<file path="src/rtl/fp_defs.vh">
// Shared fp_add build constants: fixed pipeline latency and arbiter statistics width.
`ifndef FP_DEFS_VH
`define FP_DEFS_VH
`define FP_ADD_LATENCY 5
`define FP_ARB_STAT_W  16
`endif

</file>
<file path="src/rtl/fp_add_arb_pkg.sv">
// Common constants and types for the fp_add arbiter slice.
`include "fp_defs.vh"

package fp_add_arb_pkg;
    localparam int FP_LATENCY = `FP_ADD_LATENCY;
    localparam int STAT_W     = `FP_ARB_STAT_W;

    typedef logic [STAT_W-1:0] stat_t;
endpackage

</file>
<file path="src/rtl/fp_add.sv">
// Five-stage floating-point adder without special-case handling.
// Denormal inputs and results are flushed to zero; round to nearest even.
module fp_add #(
    parameter int DATA_W = 32,
    parameter int EXP_W  = 8
) (
    input  logic              clk,
    input  logic              rst,
    input  logic              start,
    input  logic [DATA_W-1:0] a,
    input  logic [DATA_W-1:0] b,
    output logic [DATA_W-1:0] res,
    output logic              done
);
    localparam int MAN_W = DATA_W - 1 - EXP_W;
    localparam int MW    = MAN_W + 1;
    localparam int XW    = MW + 3;
    localparam int SW    = XW + 1;
    localparam int LZ_W  = $clog2(XW + 1);

    logic [4:0]        vld;
    logic              swap;
    logic [DATA_W-1:0] big, sml;
    logic [EXP_W-1:0]  e_big, e_sml;

    logic              s1_sign, s1_sub;
    logic [EXP_W-1:0]  s1_exp, s1_diff;
    logic [MW-1:0]     s1_mbig, s1_msml;

    logic              s2_sign, s2_sub;
    logic [EXP_W-1:0]  s2_exp;
    logic [XW-1:0]     s2_mbig, s2_msml;

    logic              s3_sign;
    logic [EXP_W-1:0]  s3_exp;
    logic [SW-1:0]     s3_sum;

    logic              s4_sign, s4_zero;
    logic [EXP_W:0]    s4_exp;
    logic [XW-1:0]     s4_norm;

    logic [2*MW+1:0]   sh;
    logic [XW-1:0]     aln;
    logic [LZ_W-1:0]   lz;
    logic              found;
    logic [XW-1:0]     norm;
    logic [EXP_W:0]    norm_exp;
    logic              norm_zero;

    logic              rnd;
    logic [MW:0]       mant;
    logic [EXP_W:0]    exp_r;
    logic [MAN_W-1:0]  frac;
    logic [DATA_W-1:0] pack;

    assign swap  = a[DATA_W-2:0] < b[DATA_W-2:0];
    assign big   = swap ? b : a;
    assign sml   = swap ? a : b;
    assign e_big = big[DATA_W-2 -: EXP_W];
    assign e_sml = sml[DATA_W-2 -: EXP_W];

    // Alignment keeps guard and round bits; everything below collapses into sticky.
    assign sh = {s1_msml, {(MW+2){1'b0}}} >> s1_diff;

    always_comb begin
        if (s1_diff >= EXP_W'(XW))
            aln = {{(MW+2){1'b0}}, |s1_msml};
        else
            aln = {sh[2*MW+1:MW], |sh[MW-1:0]};
    end

    always_comb begin
        lz        = '0;
        found     = 1'b0;
        for (int i = XW - 1; i >= 0; i--) begin
            if (!found && s3_sum[i]) begin
                lz    = LZ_W'(XW - 1 - i);
                found = 1'b1;
            end
        end
        norm      = s3_sum[XW-1:0] << lz;
        norm_exp  = {1'b0, s3_exp} - (EXP_W+1)'(lz);
        norm_zero = 1'b0;
        if (s3_sum[SW-1]) begin
            norm     = {s3_sum[SW-1:2], s3_sum[1] | s3_sum[0]};
            norm_exp = {1'b0, s3_exp} + (EXP_W+1)'(1);
        end else if (!found || ({1'b0, s3_exp} <= (EXP_W+1)'(lz))) begin
            norm_zero = 1'b1;
        end
    end

    always_comb begin
        rnd   = s4_norm[2] & (s4_norm[1] | s4_norm[0] | s4_norm[3]);
        mant  = {1'b0, s4_norm[XW-1:3]} + (MW+1)'(rnd);
        exp_r = s4_exp + (EXP_W+1)'(mant[MW]);
        frac  = mant[MW] ? mant[MW-1:1] : mant[MAN_W-1:0];
        if (s4_zero)
            pack = '0;
        else if (exp_r >= {1'b0, {EXP_W{1'b1}}})
            pack = {s4_sign, {EXP_W{1'b1}}, {MAN_W{1'b0}}};
        else
            pack = {s4_sign, exp_r[EXP_W-1:0], frac};
    end

    always_ff @(posedge clk or posedge rst) begin
        if (rst) begin
            vld     <= '0;
            s1_sign <= 1'b0;
            s1_sub  <= 1'b0;
            s1_exp  <= '0;
            s1_diff <= '0;
            s1_mbig <= '0;
            s1_msml <= '0;
            s2_sign <= 1'b0;
            s2_sub  <= 1'b0;
            s2_exp  <= '0;
            s2_mbig <= '0;
            s2_msml <= '0;
            s3_sign <= 1'b0;
            s3_exp  <= '0;
            s3_sum  <= '0;
            s4_sign <= 1'b0;
            s4_zero <= 1'b0;
            s4_exp  <= '0;
            s4_norm <= '0;
            res     <= '0;
        end else begin
            vld     <= {vld[3:0], start};
            s1_sign <= big[DATA_W-1];
            s1_sub  <= big[DATA_W-1] ^ sml[DATA_W-1];
            s1_exp  <= e_big;
            s1_diff <= e_big - e_sml;
            s1_mbig <= {|e_big, big[MAN_W-1:0]};
            s1_msml <= {|e_sml, sml[MAN_W-1:0]};
            s2_sign <= s1_sign;
            s2_sub  <= s1_sub;
            s2_exp  <= s1_exp;
            s2_mbig <= {s1_mbig, 3'b000};
            s2_msml <= aln;
            s3_sign <= s2_sign;
            s3_exp  <= s2_exp;
            s3_sum  <= s2_sub ? ({1'b0, s2_mbig} - {1'b0, s2_msml})
                              : ({1'b0, s2_mbig} + {1'b0, s2_msml});
            s4_sign <= s3_sign;
            s4_zero <= norm_zero;
            s4_exp  <= norm_exp;
            s4_norm <= norm;
            res     <= pack;
        end
    end

    assign done = vld[4];
endmodule

</file>
<file path="src/rtl/fp_add_arb_rr_arbiter.sv">
// Combinational round-robin picker: first requester after ptr wins, wrapping to 0.
module rr_arbiter #(
    parameter int NREQ  = 4,
    parameter int IDX_W = $clog2(NREQ)
) (
    input  logic [NREQ-1:0]  req,
    input  logic [IDX_W-1:0] ptr,
    output logic [NREQ-1:0]  grant,
    output logic [IDX_W-1:0] grant_idx,
    output logic             grant_vld,
    output logic [IDX_W-1:0] next_ptr
);
    int j;

    always_comb begin
        grant     = '0;
        grant_idx = ptr;
        grant_vld = 1'b0;
        j         = 0;
        for (int k = 1; k <= NREQ; k++) begin
            j = int'(ptr) + k;
            if (j >= NREQ)
                j = j - NREQ;
            if (!grant_vld && req[j]) begin
                grant_vld = 1'b1;
                grant[j]  = 1'b1;
                grant_idx = IDX_W'(j);
            end
        end
        next_ptr = grant_idx;
    end
endmodule

</file>
<file path="src/rtl/fp_add_arb.sv">
// Round-robin sharing of one fp_add among NREQ requesters, one op in flight each.
// Optional FP_ARB_STATS_EN adds per-requester issue and stall counters.
module fp_add_arb
    import fp_add_arb_pkg::*;
#(
    parameter int NREQ    = 4,
    parameter int DATA_W  = 32,
    parameter int EXP_W   = 8,
    parameter int LATENCY = FP_LATENCY
) (
    input  logic                   clk,
    input  logic                   rst_n,
    input  logic [NREQ-1:0]        req_valid,
    output logic [NREQ-1:0]        req_ready,
    input  logic [NREQ*DATA_W-1:0] req_op_a,
    input  logic [NREQ*DATA_W-1:0] req_op_b,
    output logic [NREQ-1:0]        rsp_valid,
    input  logic [NREQ-1:0]        rsp_ready,
    output logic [NREQ*DATA_W-1:0] rsp_res,
    output logic [NREQ-1:0]        busy
`ifdef FP_ARB_STATS_EN
    ,
    output logic [NREQ*STAT_W-1:0] stat_issue,
    output logic [NREQ*STAT_W-1:0] stat_stall
`endif
);
    localparam int IDX_W = $clog2(NREQ);

    logic [IDX_W-1:0]  rr_ptr, next_ptr, grant_idx;
    logic [NREQ-1:0]   elig, grant;
    logic              grant_vld, run_q, issue;
    logic [DATA_W-1:0] add_a, add_b, add_res;
    logic              add_rst, add_done;
    logic [LATENCY-1:0] tag_vld;
    logic [IDX_W-1:0]  tag_idx [LATENCY];
    logic              done_hit;
    logic [IDX_W-1:0]  done_idx;

    assign elig = req_valid & ~busy;

    rr_arbiter #(.NREQ(NREQ), .IDX_W(IDX_W)) u_rr (
        .req       (elig),
        .ptr       (rr_ptr),
        .grant     (grant),
        .grant_idx (grant_idx),
        .grant_vld (grant_vld),
        .next_ptr  (next_ptr)
    );

    // run_q holds off grants while reset is asserted and for the release cycle.
    assign issue     = grant_vld & run_q;
    assign req_ready = grant & {NREQ{run_q}};
    assign add_a     = req_op_a[int'(grant_idx)*DATA_W +: DATA_W];
    assign add_b     = req_op_b[int'(grant_idx)*DATA_W +: DATA_W];
    assign add_rst   = ~rst_n;

    fp_add #(.DATA_W(DATA_W), .EXP_W(EXP_W)) u_add (
        .clk   (clk),
        .rst   (add_rst),
        .start (issue),
        .a     (add_a),
        .b     (add_b),
        .res   (add_res),
        .done  (add_done)
    );

    always_ff @(posedge clk or negedge rst_n) begin
        if (!rst_n) begin
            run_q  <= 1'b0;
            rr_ptr <= IDX_W'(NREQ - 1);
        end else begin
            run_q <= 1'b1;
            if (issue)
                rr_ptr <= next_ptr;
        end
    end

    always_ff @(posedge clk or negedge rst_n) begin
        if (!rst_n) begin
            tag_vld <= '0;
            for (int s = 0; s < LATENCY; s++)
                tag_idx[s] <= '0;
        end else begin
            tag_vld    <= {tag_vld[LATENCY-2:0], issue};
            tag_idx[0] <= grant_idx;
            for (int s = 1; s < LATENCY; s++)
                tag_idx[s] <= tag_idx[s-1];
        end
    end

    assign done_hit = add_done & tag_vld[LATENCY-1];
    assign done_idx = tag_idx[LATENCY-1];

    always_ff @(posedge clk or negedge rst_n) begin
        if (!rst_n) begin
            rsp_valid <= '0;
            rsp_res   <= '0;
            busy      <= '0;
        end else begin
            for (int i = 0; i < NREQ; i++) begin
                if (done_hit && done_idx == IDX_W'(i)) begin
                    rsp_valid[i]                   <= 1'b1;
                    rsp_res[i*DATA_W +: DATA_W]    <= add_res;
                end else if (rsp_valid[i] && rsp_ready[i]) begin
                    rsp_valid[i] <= 1'b0;
                end
                if (issue && grant[i])
                    busy[i] <= 1'b1;
                else if (rsp_valid[i] && rsp_ready[i])
                    busy[i] <= 1'b0;
            end
        end
    end

`ifdef FP_ARB_STATS_EN
    always_ff @(posedge clk or negedge rst_n) begin
        if (!rst_n) begin
            stat_issue <= '0;
            stat_stall <= '0;
        end else begin
            for (int i = 0; i < NREQ; i++) begin
                if (req_valid[i] && req_ready[i])
                    stat_issue[i*STAT_W +: STAT_W] <= stat_issue[i*STAT_W +: STAT_W] + stat_t'(1);
                if (req_valid[i] && !req_ready[i])
                    stat_stall[i*STAT_W +: STAT_W] <= stat_stall[i*STAT_W +: STAT_W] + stat_t'(1);
            end
        end
    end
`endif
endmodule

</file>
<file path="config.mk">
export PLATFORM = sky130hd
export DESIGN_NAME = fp_add_arb
export DESIGN_NICKNAME = d
export VERILOG_FILES = /design/src/rtl/fp_add_arb_pkg.sv /design/src/rtl/fp_add.sv /design/src/rtl/fp_add_arb_rr_arbiter.sv /design/src/rtl/fp_add_arb.sv
export VERILOG_INCLUDE_DIRS = /design/src /design/src/rtl
export SDC_FILE = /design/constraint.sdc
export NUM_CORES = 1
export LEC_CHECK = 0
export ABC_AREA = 1
export BUFFER_PORTS_ARGS = -buffer_cell sky130_fd_sc_hd__buf_2
export CELL_PAD_IN_SITES_DETAIL_PLACEMENT = 1
export CELL_PAD_IN_SITES_GLOBAL_PLACEMENT = 1
export CORE_UTILIZATION = 40
export CTS_CLUSTER_DIAMETER = 100
export DETAILED_ROUTE_END_ITERATION = 10
export PLACE_DENSITY_LB_ADDON = 0.1
export SETUP_SLACK_MARGIN = 0.15
export SYNTH_ARGS = -nofsm -noshare
export SYNTH_HDL_FRONTEND = slang
export SYNTH_SLANG_ARGS = --single-unit
</file>
<file path="constraint.sdc">
create_clock -name clk -period 7.35 [get_ports clk]
set_clock_uncertainty 0.2 [all_clocks]
set_input_delay 0.735 -clock clk [delete_from_list [all_inputs] [get_ports clk]]
set_output_delay 0.735 -clock clk [all_outputs]
set_load 0.05 [all_outputs]
</file>
==> metrics.md <==
| Metric | Value |
|---|---|
| H-tree depth | `2` |
| Fmax | `163 MHz` |
| Synth Register Bits | `388` |
| Max-slew violation count | `0` |
| CP Max Fanout | `72` |
| Die X-Extent | `238 µm` |
| Via density | `5.44` |
| Final net count | `3561` |
| Grt ovf | `0` |
| Max_slew headroom | `21.2%` |
| Drt pass-1 iters | `5` |
| Clk sinks | `388` |
| RSZ-0062 raised after global routing | `false` |
| Final Setup Violations | `0` |
| Synthesis-to-finish area growth | `18.9%` |
| Routed via count | `21636` |
| Worst slew pin tran | `1.18 ns` |
| WL final | `84.7 mm` |
| # hold bufs at CTS | `0` |
| Worst-Skew Late Latency | `0.58 ns` |
| First DRT Iteration DRCs | `1286` |
| Initial Util | `40.8%` |
| Via count of the first global-routing pass | `22649` |
| Post-synth ARST share | `100%` |
| Tot GR Track Use | `30.0%` |
| Crit. End Element | `register` |
| Fin cells | `3978` |
| Port bufs | `405` |
| Die height | `238 µm` |
| Pin count of the biggest net entering global routing | `181` |
| Worst Setup Path Type | `reg -> reg` |
| CTS tree | `yes` |
| Mapped Area | `0.0222 mm²` |
| Clock Root Buffer | `clkbuf_16` |
| R2R setup slack | `1.20 ns` |
| Worst EP required | `7.60 ns` |
| Number of distinct library cells after synthesis | `60` |
| Reg2reg path depth | `23` |
| Hold WC Path Type | `in -> async` |
| Antenna violations before repair | `8` |
| Arrival @ worst endpoint | `6.40 ns` |
| Postcts setup bufs | `0` |
| Sequential fraction of the synthesis area | `43.8%` |
| CTS Buffer Depth | `3` |
| Layout cells sized above 1 | `17.2%` |
| EDFF count, synth | `0` |
| Post-synth top flop | `dfrtp_1` |
| # rows | `85` |
| Avg WL per Cell | `21.3 µm` |
| Startpoint types | `register` |
| Final worst-path cycle share | `83.6%` |
| Syn Inst Count | `2862` |
| Mapped Nets | `3227` |
| Global-route wire length before repair | `131 mm` |
| TritonCTS Buffers | `43` |
| Post-CTS Resized | `0` |
| RR Endpoint | `u_add.s1_mbig[23]$_DFF_PN0_` |
| Status | `finished, final reports clean` |
| # placed instances | `3890` |
| Reg2Reg Launch Point | `rr_ptr[0]$_DFFE_PN1P_` |
| Final ANT Viol Nets | `0` |
| Hold Fails Final Rpt | `0` |
| Fin crit period | `6.15 ns` |
| Max capacitance violation total | `0` |
| Residual DRC | `0` |
| HPWL Detailed | `66.9 mm` |
| Total negative slack | `0 ns` |
| RePlAce Congestion | `0.971` |
| Syn Area/Cell | `7.75 µm²` |
| YS warnings | `0` |
| # IOs | `406` |
| Die area | `0.0564 mm²` |
| CTS clk-pin slew, worst paths | `0.06 ns` |
| Core area | `0.0543 mm²` |
## per-layer routing
metal,global-route usage (%),vias up,routed length (µm)
li1,-,10234,-
met1,34.3,10666,33300
met2,55.3,567,44200
met3,3.44,169,2900
met4,14.7,0,4320
met5,0,-,0
## how the worst max path moves through the flow
| stage | from | endpoint | slack (ns) | cells past startpoint |
|---|---|---|---|---|
| after floorplan | rr_ptr[0]$_DFFE_PN1P_ | u_add.s1_diff[4]$_DFF_PN0_ | 1.72 | 29 |
| after CTS | rr_ptr[0]$_DFFE_PN1P_ | u_add.s1_mbig[23]$_DFF_PN0_ | 1.25 | 23 |
| after detailed placement | rr_ptr[0]$_DFFE_PN1P_ | u_add.s1_mbig[23]$_DFF_PN0_ | 1.29 | 23 |
| after global routing | rr_ptr[0]$_DFFE_PN1P_ | u_add.s1_mbig[23]$_DFF_PN0_ | 0.77 | 23 |
| final | rr_ptr[0]$_DFFE_PN1P_ | u_add.s1_mbig[23]$_DFF_PN0_ | 1.20 | 23 |
| after global placement | rr_ptr[0]$_DFFE_PN1P_ | u_add.s1_mbig[23]$_DFF_PN0_ | 1.43 | 23 |
## per-stage QoR
| stage | hold slack (ns) | cell area, µm² | setup slack (ns) | utilization (%) |
|---|---|---|---|---|
| after floorplan | 0.131 | 22200 | 1.72 | - |
| after global placement | 0.132 | 24800 | 1.43 | 45.7 |
| after detailed placement | 0.136 | 24800 | 1.29 | 45.7 |
| after CTS | 0.131 | 26400 | 1.25 | 48.5 |
| after global routing | 0.148 | 26400 | 0.769 | 48.5 |
| final | 0.116 | 26400 | 1.20 | 48.5 |
## cell type report
| class | instances | area (µm²) |
|---|---|---|
| Inverter | 267 | 1010 |
| Antenna cell | 10 | 25.0 |
| Clock buffer | 54 | 1200 |
| Fill cell | 6683 | 28000 |
| Timing Repair Buffer | 431 | 2270 |
| Tap cell | 739 | 925 |
| Multi-Input combinational cell | 2065 | 10900 |
| Clock inverter | 24 | 323 |
| Sequential cell | 388 | 9710 |
## cell families (layout without fill, tap and decap cells)
family	count (synthesis)	after routing	synth area share, %
AO/OA/AOI/OAI	605	605	15.9
XOR/XNOR	58	58	2.29
adder cells (fa/ha/maj)	99	99	5.65
buffers and inverters	409	776	7.13
flip-flops	388	388	43.8
multiplexers	15	15	0.676
other	1	11	0.0169
AND/OR/NAND/NOR	1287	1287	24.6
## cells in the mapped netlist, types with 4 or more instances
master / count / share of area [%]
buf_2: 11 / 0.25
nand3_2: 5 / 0.23
nand4_1: 38 / 1.1
o31ai_1: 8 / 0.27
nand3b_1: 9 / 0.30
dfrtp_1: 386 / 44
nor3_1: 14 / 0.32
o22ai_1: 13 / 0.37
a31oi_1: 8 / 0.23
inv_1: 258 / 4.4
or2_2: 5 / 0.14
a21oi_1: 157 / 3.5
nand3_1: 252 / 5.7
o32ai_1: 4 / 0.16
nand2_2: 10 / 0.28
o21bai_1: 7 / 0.24
o21ai_1: 7 / 0.16
clkbuf_1: 108 / 1.8
nand2_4: 5 / 0.25
o21ai_0: 293 / 6.6
mux2i_1: 15 / 0.68
a32o_1: 27 / 1.2
buf_1: 18 / 0.30
and3_1: 4 / 0.11
xnor2_1: 6 / 0.24
o211ai_1: 4 / 0.14
nor4_1: 12 / 0.34
clkinv_1: 5 / 0.085
o21ai_2: 9 / 0.36
a211oi_1: 8 / 0.27
nor2_1: 138 / 2.3
ha_1: 97 / 5.5
a22oi_1: 4 / 0.14
a32oi_1: 35 / 1.4
xor2_1: 52 / 2.1
nand2_1: 790 / 13
## placed cells by master, fill, tap and decap left out, types with 14 or more instances in the layout
| cell | n |
|---|---|
| nand2_1 | 790 |
| buf_2 | 404 |
| dfrtp_1 | 386 |
| o21ai_0 | 293 |
| inv_1 | 258 |
| nand3_1 | 248 |
| a21oi_1 | 157 |
| nor2_1 | 137 |
| ha_1 | 97 |
| xor2_1 | 52 |
| clkbuf_16 | 43 |
| nand4_1 | 38 |
| a32oi_1 | 35 |
| a32o_1 | 27 |
| buf_4 | 23 |
| mux2i_1 | 15 |
| nor3_1 | 14 |
## flip-flops by register name (all words and copies together) (netlist names), 4 cells and up
name	count
rsp_res	128
u_add.res	32
u_add.s3_sum	28
u_add.s2_msml	27
u_add.s4_norm	27
u_add.s1_mbig	24
u_add.s1_msml	24
u_add.s2_mbig	24
u_add.s4_exp	9
tag_idx	8
u_add.s1_diff	8
u_add.s1_exp	8
u_add.s2_exp	8
u_add.s3_exp	8
busy	4
rsp_valid	4
u_add.vld	4
## worst max-delay path, stage by stage, from the launching register on
cell and delay (ns):
dfstp_2 0.68, inv_2 0.16, ha_1 0.39, inv_1 0.11, o21ai_2 0.25, nand3_2 0.15
inv_2 0.13, nand2_2 0.07, nand2_4 0.57, buf_4 0.40, a21oi_1 0.09, a32o_1 0.27
ha_1 0.38, inv_1 0.10, nor3_1 0.26, nand4_1 0.15, inv_1 0.08, a221oi_1 0.07
buf_4 0.19, nand2_4 0.28, buf_4 0.43, o21ai_0 0.24, nor4_1 0.22, nand2_1 0.08
Power is left out: the tool's default activity adds up to more than one toggle a clock period on the data nets, which glitch-free logic cannot reach.
